--- config.mk ---
export PLATFORM = sky130hd
export DESIGN_NAME = shift_ctrl_4bit_flat
export DESIGN_NICKNAME = d
export VERILOG_FILES = /design/src/rtl/shift_ctrl_4bit_if.sv /design/src/rtl/shift_ctrl_4bit.sv /design/src/flat_wrapper.sv
export SDC_FILE = /design/constraint.sdc
export NUM_CORES = 1
export LEC_CHECK = 0
export ABC_AREA = 0
export BUFFER_PORTS_ARGS = -buffer_cell sky130_fd_sc_hd__buf_4
export CAP_MARGIN = 40
export CORE_MARGIN = 10
export CORE_UTILIZATION = 30
export DETAILED_ROUTE_END_ITERATION = 10
export PLACE_DENSITY_LB_ADDON = 0.08
export SYNTH_ARGS = -nofsm -noshare
export SYNTH_HDL_FRONTEND = slang
export SYNTH_SLANG_ARGS = --single-unit
--- constraint.sdc ---
create_clock -name clk -period 2.07 [get_ports clk]
set_input_delay 0.3105 -clock clk [delete_from_list [all_inputs] [get_ports clk]]
set_output_delay 0.3105 -clock clk [all_outputs]
set_load 0.05 [all_outputs]
--- src/rtl/shift_ctrl_4bit_if.sv ---
// Command handshake between a requester and the shift controller.
// The requester drives the command fields and cmd_valid; the controller
// answers with cmd_ready.
interface shift_ctrl_4bit_if;
  logic       cmd_valid;
  logic       cmd_ready;
  logic [1:0] cmd_op;
  logic [3:0] cmd_data;
  logic [2:0] cmd_cnt;
  logic       cmd_fill;

  modport master (
    output cmd_valid,
    output cmd_op,
    output cmd_data,
    output cmd_cnt,
    output cmd_fill,
    input  cmd_ready
  );

  modport slave (
    input  cmd_valid,
    input  cmd_op,
    input  cmd_data,
    input  cmd_cnt,
    input  cmd_fill,
    output cmd_ready
  );
endinterface

--- src/rtl/shift_ctrl_4bit.sv ---
// Sequencer for a downstream 4-bit universal shift register.
// Accepts one command at a time (load / shift right / shift left / rotate
// right), drives the shifter strobes for the required number of cycles and
// pulses done once the operation has completed.
module shift_ctrl_4bit (
  input  logic                     clk,
  input  logic                     rst,
  shift_ctrl_4bit_if.slave         cmd,
  input  logic [3:0]               q_fb,
  output logic [3:0]               D,
  output logic                     D_sr,
  output logic                     D_sl,
  output logic                     ld,
  output logic                     sr,
  output logic                     sl,
  output logic                     done
);

  typedef enum logic [1:0] {
    ST_IDLE  = 2'd0,
    ST_LOAD  = 2'd1,
    ST_SHIFT = 2'd2,
    ST_DONE  = 2'd3
  } state_t;

  localparam logic [1:0] OP_LOAD = 2'b00;
  localparam logic [1:0] OP_SHR  = 2'b01;
  localparam logic [1:0] OP_SHL  = 2'b10;
  localparam logic [1:0] OP_ROR  = 2'b11;

  state_t     state_q, state_d;
  logic [2:0] cnt_q;
  logic [1:0] op_q;
  logic [3:0] data_q;
  logic       fill_q;
  logic       accept;

  // Rotation only ever feeds back the LSB of the shifter.
  logic       q_fb_unused;
  assign q_fb_unused = ^q_fb[3:1];

  assign accept = cmd.cmd_valid && cmd.cmd_ready;

  // State register, command capture and shift-cycle down-counter.
  // NOTE: sequential state uses non-blocking assignments so every register
  // samples the pre-edge values, independent of statement order.
  always_ff @(posedge clk) begin
    if (rst) begin
      state_q <= ST_IDLE;
      cnt_q   <= 3'd0;
      op_q    <= 2'b00;
      data_q  <= 4'h0;
      fill_q  <= 1'b0;
    end else begin
      state_q <= state_d;
      if (accept) begin
        op_q   <= cmd.cmd_op;
        data_q <= cmd.cmd_data;
        fill_q <= cmd.cmd_fill;
        cnt_q  <= cmd.cmd_cnt;
      end else if (state_q == ST_SHIFT) begin
        cnt_q  <= cnt_q - 3'd1;
      end
    end
  end

  // Next-state decode.
  // NOTE: state_d gets a default before the case so no path leaves it
  // unassigned, which would otherwise infer a latch.
  always_comb begin
    state_d = state_q;
    unique case (state_q)
      ST_IDLE: begin
        if (accept) begin
          if (cmd.cmd_op == OP_LOAD)      state_d = ST_LOAD;
          else if (cmd.cmd_cnt != 3'd0)   state_d = ST_SHIFT;
          else                            state_d = ST_DONE;
        end
      end
      ST_LOAD:  state_d = ST_DONE;
      ST_SHIFT: if (cnt_q <= 3'd1) state_d = ST_DONE;
      ST_DONE:  state_d = ST_IDLE;
      default:  state_d = ST_IDLE;
    endcase
  end

  // Output decode: strobes and data only in LOAD/SHIFT, everything quiet
  // while reset is held.
  always_comb begin
    cmd.cmd_ready = 1'b0;
    ld            = 1'b0;
    sr            = 1'b0;
    sl            = 1'b0;
    done          = 1'b0;
    D             = 4'h0;
    D_sr          = 1'b0;
    D_sl          = 1'b0;
    if (!rst) begin
      unique case (state_q)
        ST_IDLE: cmd.cmd_ready = 1'b1;
        ST_LOAD: begin
          ld = 1'b1;
          D  = data_q;
        end
        ST_SHIFT: begin
          unique case (op_q)
            OP_SHR: begin
              sr   = 1'b1;
              D_sr = fill_q;
            end
            OP_SHL: begin
              sl   = 1'b1;
              D_sl = fill_q;
            end
            OP_ROR: begin
              sr   = 1'b1;
              D_sr = q_fb[0];
            end
            default: ;
          endcase
        end
        ST_DONE: done = 1'b1;
        default: ;
      endcase
    end
  end

endmodule

--- src/flat_wrapper.sv ---
// flat-port wrapper written by rule: the top's interface ports become plain ports
module shift_ctrl_4bit_flat 
  (clk, rst, q_fb, D, D_sr, D_sl, ld, sr, sl, done, cmd_cmd_valid, cmd_cmd_op, cmd_cmd_data, cmd_cmd_cnt, cmd_cmd_fill, cmd_cmd_ready);
  shift_ctrl_4bit_if cmd_i ();
  input  logic clk;
  input  logic rst;
  input  logic [3:0] q_fb;
  output logic [3:0] D;
  output logic D_sr;
  output logic D_sl;
  output logic ld;
  output logic sr;
  output logic sl;
  output logic done;
  input wire logic [$bits(cmd_i.cmd_valid)-1:0] cmd_cmd_valid;
  input wire logic [$bits(cmd_i.cmd_op)-1:0] cmd_cmd_op;
  input wire logic [$bits(cmd_i.cmd_data)-1:0] cmd_cmd_data;
  input wire logic [$bits(cmd_i.cmd_cnt)-1:0] cmd_cmd_cnt;
  input wire logic [$bits(cmd_i.cmd_fill)-1:0] cmd_cmd_fill;
  output wire logic [$bits(cmd_i.cmd_ready)-1:0] cmd_cmd_ready;
  assign cmd_i.cmd_valid = cmd_cmd_valid;
  assign cmd_i.cmd_op = cmd_cmd_op;
  assign cmd_i.cmd_data = cmd_cmd_data;
  assign cmd_i.cmd_cnt = cmd_cmd_cnt;
  assign cmd_i.cmd_fill = cmd_cmd_fill;
  assign cmd_cmd_ready = cmd_i.cmd_ready;
  shift_ctrl_4bit u_core (.clk(clk), .rst(rst), .cmd(cmd_i), .q_fb(q_fb), .D(D), .D_sr(D_sr), .D_sl(D_sl), .ld(ld), .sr(sr), .sl(sl), .done(done));
endmodule
; ---- Word level (Yosys, flattened, before mapping)
; Cells that the tools add are included.
[classes]
eq_ne = 8
n_lt_le_gt_ge = 1
muxes = 27
addsub = 1
n_reduce_logical = 7
[ops]
columns = cell, n
row1 = 2-to-1 mux 1 bit, 18
row2 = "== test 2 bit, second input constant", 4
row3 = 2-to-1 mux 4 bit, 2
row4 = case mux 2 bit (4 select lines), 1
row5 = 2-to-1 mux 2 bit, 3
row6 = 2-to-1 mux 3 bit, 2
row7 = "== test 2 x 1 -> 1 bit, second input constant", 2
row8 = logical NOT 2 bit, 2
row9 = "<= comparator 3 x 1 -> 1 bit, second input constant", 1
row10 = nonzero test 3 bit, 1
row11 = "subtractor 3 x 1 -> 3 bit, second input constant", 1
row12 = "inequality test 2 x 1 -> 1 bit, second input constant", 1
row13 = "inequality test 2 bit, second input constant", 1
row14 = case mux 1 bit (2 select lines), 1
row15 = AND reduction 2 bit, 1
row16 = nonzero test 2 bit, 1
row17 = OR reduction 2 bit, 1
row18 = logical AND 1 bit, 1
[word_totals]
wordCells = 49
out_inout_bits = 11
regBits = 12
inputBits = 17

; ---- Longest topological paths before layout
[depth]
depth_word = 6
mapped_depth = 6
mapped_depth_nobuf = 5

; ---- Worst setup path before layout
; No wires, ideal clock.
[synth_timing]
path_kind = register to output
start = reg u_core.state_q[0]
end = out D_sr
n_path_buf = 0
path_stages_with_launch = 5
setup_slack_ns = -0.181
t_arrival_ns = 1.940
required_time_ns = 1.760
cell_sequence = dfxtp_1 -> inv_1 -> ha_1 -> and3_1 -> nor2b_1
[synth_between]
elab_chain_len = 3
[synth_rtl]
columns = item, line
row1 = "start, declared", shift_ctrl_4bit.sv:31  ; state_t state_q, state_d;
row2 = "start signal, assigned", shift_ctrl_4bit.sv:55  ; state_q <= state_d;
row3 = == test 2 bit, shift_ctrl_4bit.sv:99  ; unique case (state_q)
row4 = 2-to-1 mux 1 bit, shift_ctrl_4bit.sv:99
row5 = 2-to-1 mux 1 bit, shift_ctrl_4bit.sv:98  ; if (!rst) begin
row6 = "end, declared", flat_wrapper.sv:9  ; output logic D_sr;
; No other way between the ends.

; ---- Worst setup path in the final report
[layout_timing]
start = reg u_core.state_q[0]
end = out D_sl
[layout_between]
elab_chain_len = 3
[layout_rtl]
columns = item, line
row1 = == test 2 bit, shift_ctrl_4bit.sv:99
row2 = 2-to-1 mux 1 bit, shift_ctrl_4bit.sv:99
row3 = 2-to-1 mux 1 bit, shift_ctrl_4bit.sv:98
row4 = "end, declared", flat_wrapper.sv:10  ; output logic D_sl;
; No other way between the ends.

==> reports/qor.csv <==
metric;value;unit
status;finished, final reports clean;
final hold slack;0.216;ns
warnings from Yosys;0;
drt total wl;1770;um
layout cells sized above 1;0.295;
Root Buffer;clkbuf_4;
htree depth;1;
Detail Route Antenna Nets;0;
Hold Vio Cnt, Final;0;
# setup viols final;0;
worst hold path type;primary input to register;
CTS tree;done;
via count;650;
Power Total;0.971;mW
hold path endpoint;u_core.data_q[2];
clk_skew;0.00188;ns
register area share after synthesis;0.341;
CP Buf/Inv Count;2;
Rel. slew slack;0.666;
syn_area_per_cell;8.10;um^2
Post-Synthesis Cell Area;704;um^2
Port Buffer Count;24;
CP max stage delay;0.39;ns
Worst-path clk slew;0.08;ns
CTS Buf Count;3;
Syn Nets;110;
Final Non-Filler Cells;140;
CP endpoint kind;output port;
Die Y;68.5;um
remaining global-route overflow;0;
Startpoint Class;register;
final slew viol count;0;
drt first pass iters;2;
WS Path Type;register to output port;
Worst R2R End;u_core.cnt_q[1];
largest net degree at the start of global routing;13;
worst skew pair latency;0.27;ns
fin nets;136;
Post-Place Cells;136;
Tcrit/Tclk final;0.946;
Crit path max-delay family;simple AND/OR/NAND/NOR gates;
Setup WS pre-CTS;0.410;ns
Vias/cell;4.64;
Leak;0.458;nW
Slew @ Worst Pin;0.500;ns
hold depth;3;
# fillers;229;
cell area power density;1020;nW/um^2
post-route minimum period;1.96;ns
Slowest cell on crit path;dfxtp_1;
FF-to-FF path depth;5;
cell count after synthesis;87;
# resized after CTS;0;
hold_buf cts;0;
hold_sp;cmd_cmd_data[2];
dpl cell area;912;um^2
CP max FO;7;
VDD IR max;0.382;mV
row cnt;17;
clock sinks;12;
Worst R2R Start;u_core.state_q[0];
number of max-cap violations;0;
DRC;0;
r2r setup slk;0.51;ns
Netlist cell types;26;
total track usage;0.0852;
Synth area leader;dfxtp_1;
Design Area, Final;948;um^2
final setup margin;0.111;ns
clk buf depth;2;
routability cong.;0.680;
Die ar.;4690;um^2
cells taking the most area after synthesis;dfxtp_1 34%, ha_1 11%, nand2_1 10%;
setup bufs post-CTS;0;
RSZ-0062 raised after global routing;false;
Chip Width;68.5;um
CP Cell Sequence;inv_1, ha_1, and4bb_2, and2_1, buf_4;
TNS Setup;0;ns
initial DRC count;17;
ant diodes;0;
Worst EP arrival;1.65;ns
Worst EP required;1.76;ns
Synth top area share;0.341;
synthesized flop and latch total;12;
Core ar.;2230;um^2
routed len/inst;12.6;um
number of global-route vias before repair;660;
f_max;0.511;GHz
first-pass GRT wire length;3060;um
final core occ;0.425;
Top-Level Pins;28;
Initial Util;0.315;
synth-to-layout area growth;34.6;%
hpwl dp;1390;um
antenna violations before repair;0;
cells by family (layout without fill, tap and decap cells):
kind of cell               Yosys count  count (layout)  synth area share
and+or+nand+nor                     47              47             0.336
DFF                                 12              12             0.341
buffers and inverters                9              34            0.0551
AOI/OAI and AO/OA                    8               8            0.0941
adders and majority gates            6               6             0.107
muxes                                3               3            0.0426
xor gates and xnor gates             2               2            0.0249
per-layer routing:
metal | up-vias | global-route usage | wire length (um)
met3 | 2 | 0.0424 | 165
met5 | - | 0 | 0
met2 | 15 | 0.131 | 821
met1 | 294 | 0.0969 | 767
li1 | 339 | - | -
met4 | 0 | 0.0377 | 10
cell usage in the layout, fill, tap and decap left out, drive strengths merged:
| master | n |
|---|---|
| o221ai | 1 |
| dfxtp | 12 |
| nand3b | 1 |
| and3 | 1 |
| and2 | 5 |
| clkbuf | 4 |
| mux2i | 3 |
| or3 | 1 |
| nor3 | 1 |
| xor2 | 1 |
| ha | 6 |
| o211ai | 1 |
| a32oi | 1 |
| nand2 | 19 |
| nor2 | 4 |
| a211o | 1 |
| nor2b | 4 |
| a21oi | 1 |
| buf | 25 |
| o21ai | 1 |
| nand2b | 2 |
| nand3 | 7 |
| a211oi | 2 |
| and3b | 1 |
| inv | 5 |
| xnor2 | 1 |
| and4bb | 1 |
where the power goes:
group | switching [mW] | internal [mW] | total (mW)
sequential | 0.0499 | 0.294 | 0.344
combinational | 0.245 | 0.189 | 0.434
clock | 0.0859 | 0.107 | 0.193
total | 0.381 | 0.590 | 0.971
how the worst max path moves through the flow:
stage,endpoint,slack (ns),cells past startpoint,from
finish,D_sl,0.11,5,u_core.state_q[0]
global route,D_sl,0.02,5,u_core.state_q[0]
CTS,D_sl,0.1,5,u_core.state_q[0]
floorplan,D_sr,0.04,4,u_core.state_q[0]
global placement,D_sl,0.43,5,u_core.state_q[0]
detailed placement,D_sl,0.41,5,u_core.state_q[0]
registers in the layout, summed over array words and instances, names as in the netlist:
signal and count:
u_core.cnt_q 3, u_core.data_q 4, u_core.fill_q 1, u_core.op_q 2, u_core.state_q 2
synth_stat cells (all sizes together):
cell type / instances
xnor2: 1
or3: 1
buf: 4
nand2b: 2
nand2: 19
inv: 5
and2: 5
a21oi: 1
nand3b: 1
a32oi: 1
and3: 1
nor2: 4
a211o: 1
nor2b: 4
a211oi: 2
nand3: 7
mux2i: 3
o221ai: 1
ha: 6
o211ai: 1
dfxtp: 12
xor2: 1
o21ai: 1
and4bb: 1
and3b: 1
nor3: 1
area by class of cell:
type | count | area, um^2 | share of cell area
clock buffers | 4 | 36.3 | 0.0383
inverters | 5 | 18.8 | 0.0198
multi-input cells | 66 | 430 | 0.454
flip-flops and latches | 12 | 240 | 0.253
well taps | 28 | 35.0 | 0.0369
repair buffers | 25 | 188 | 0.198
tightest hold or removal path: cells and delay by family:
kind,cells,cell delay [ns]
buf+inv,1,0.07
simple gates,2,0.08
Power figures use the tool's default switching activity.
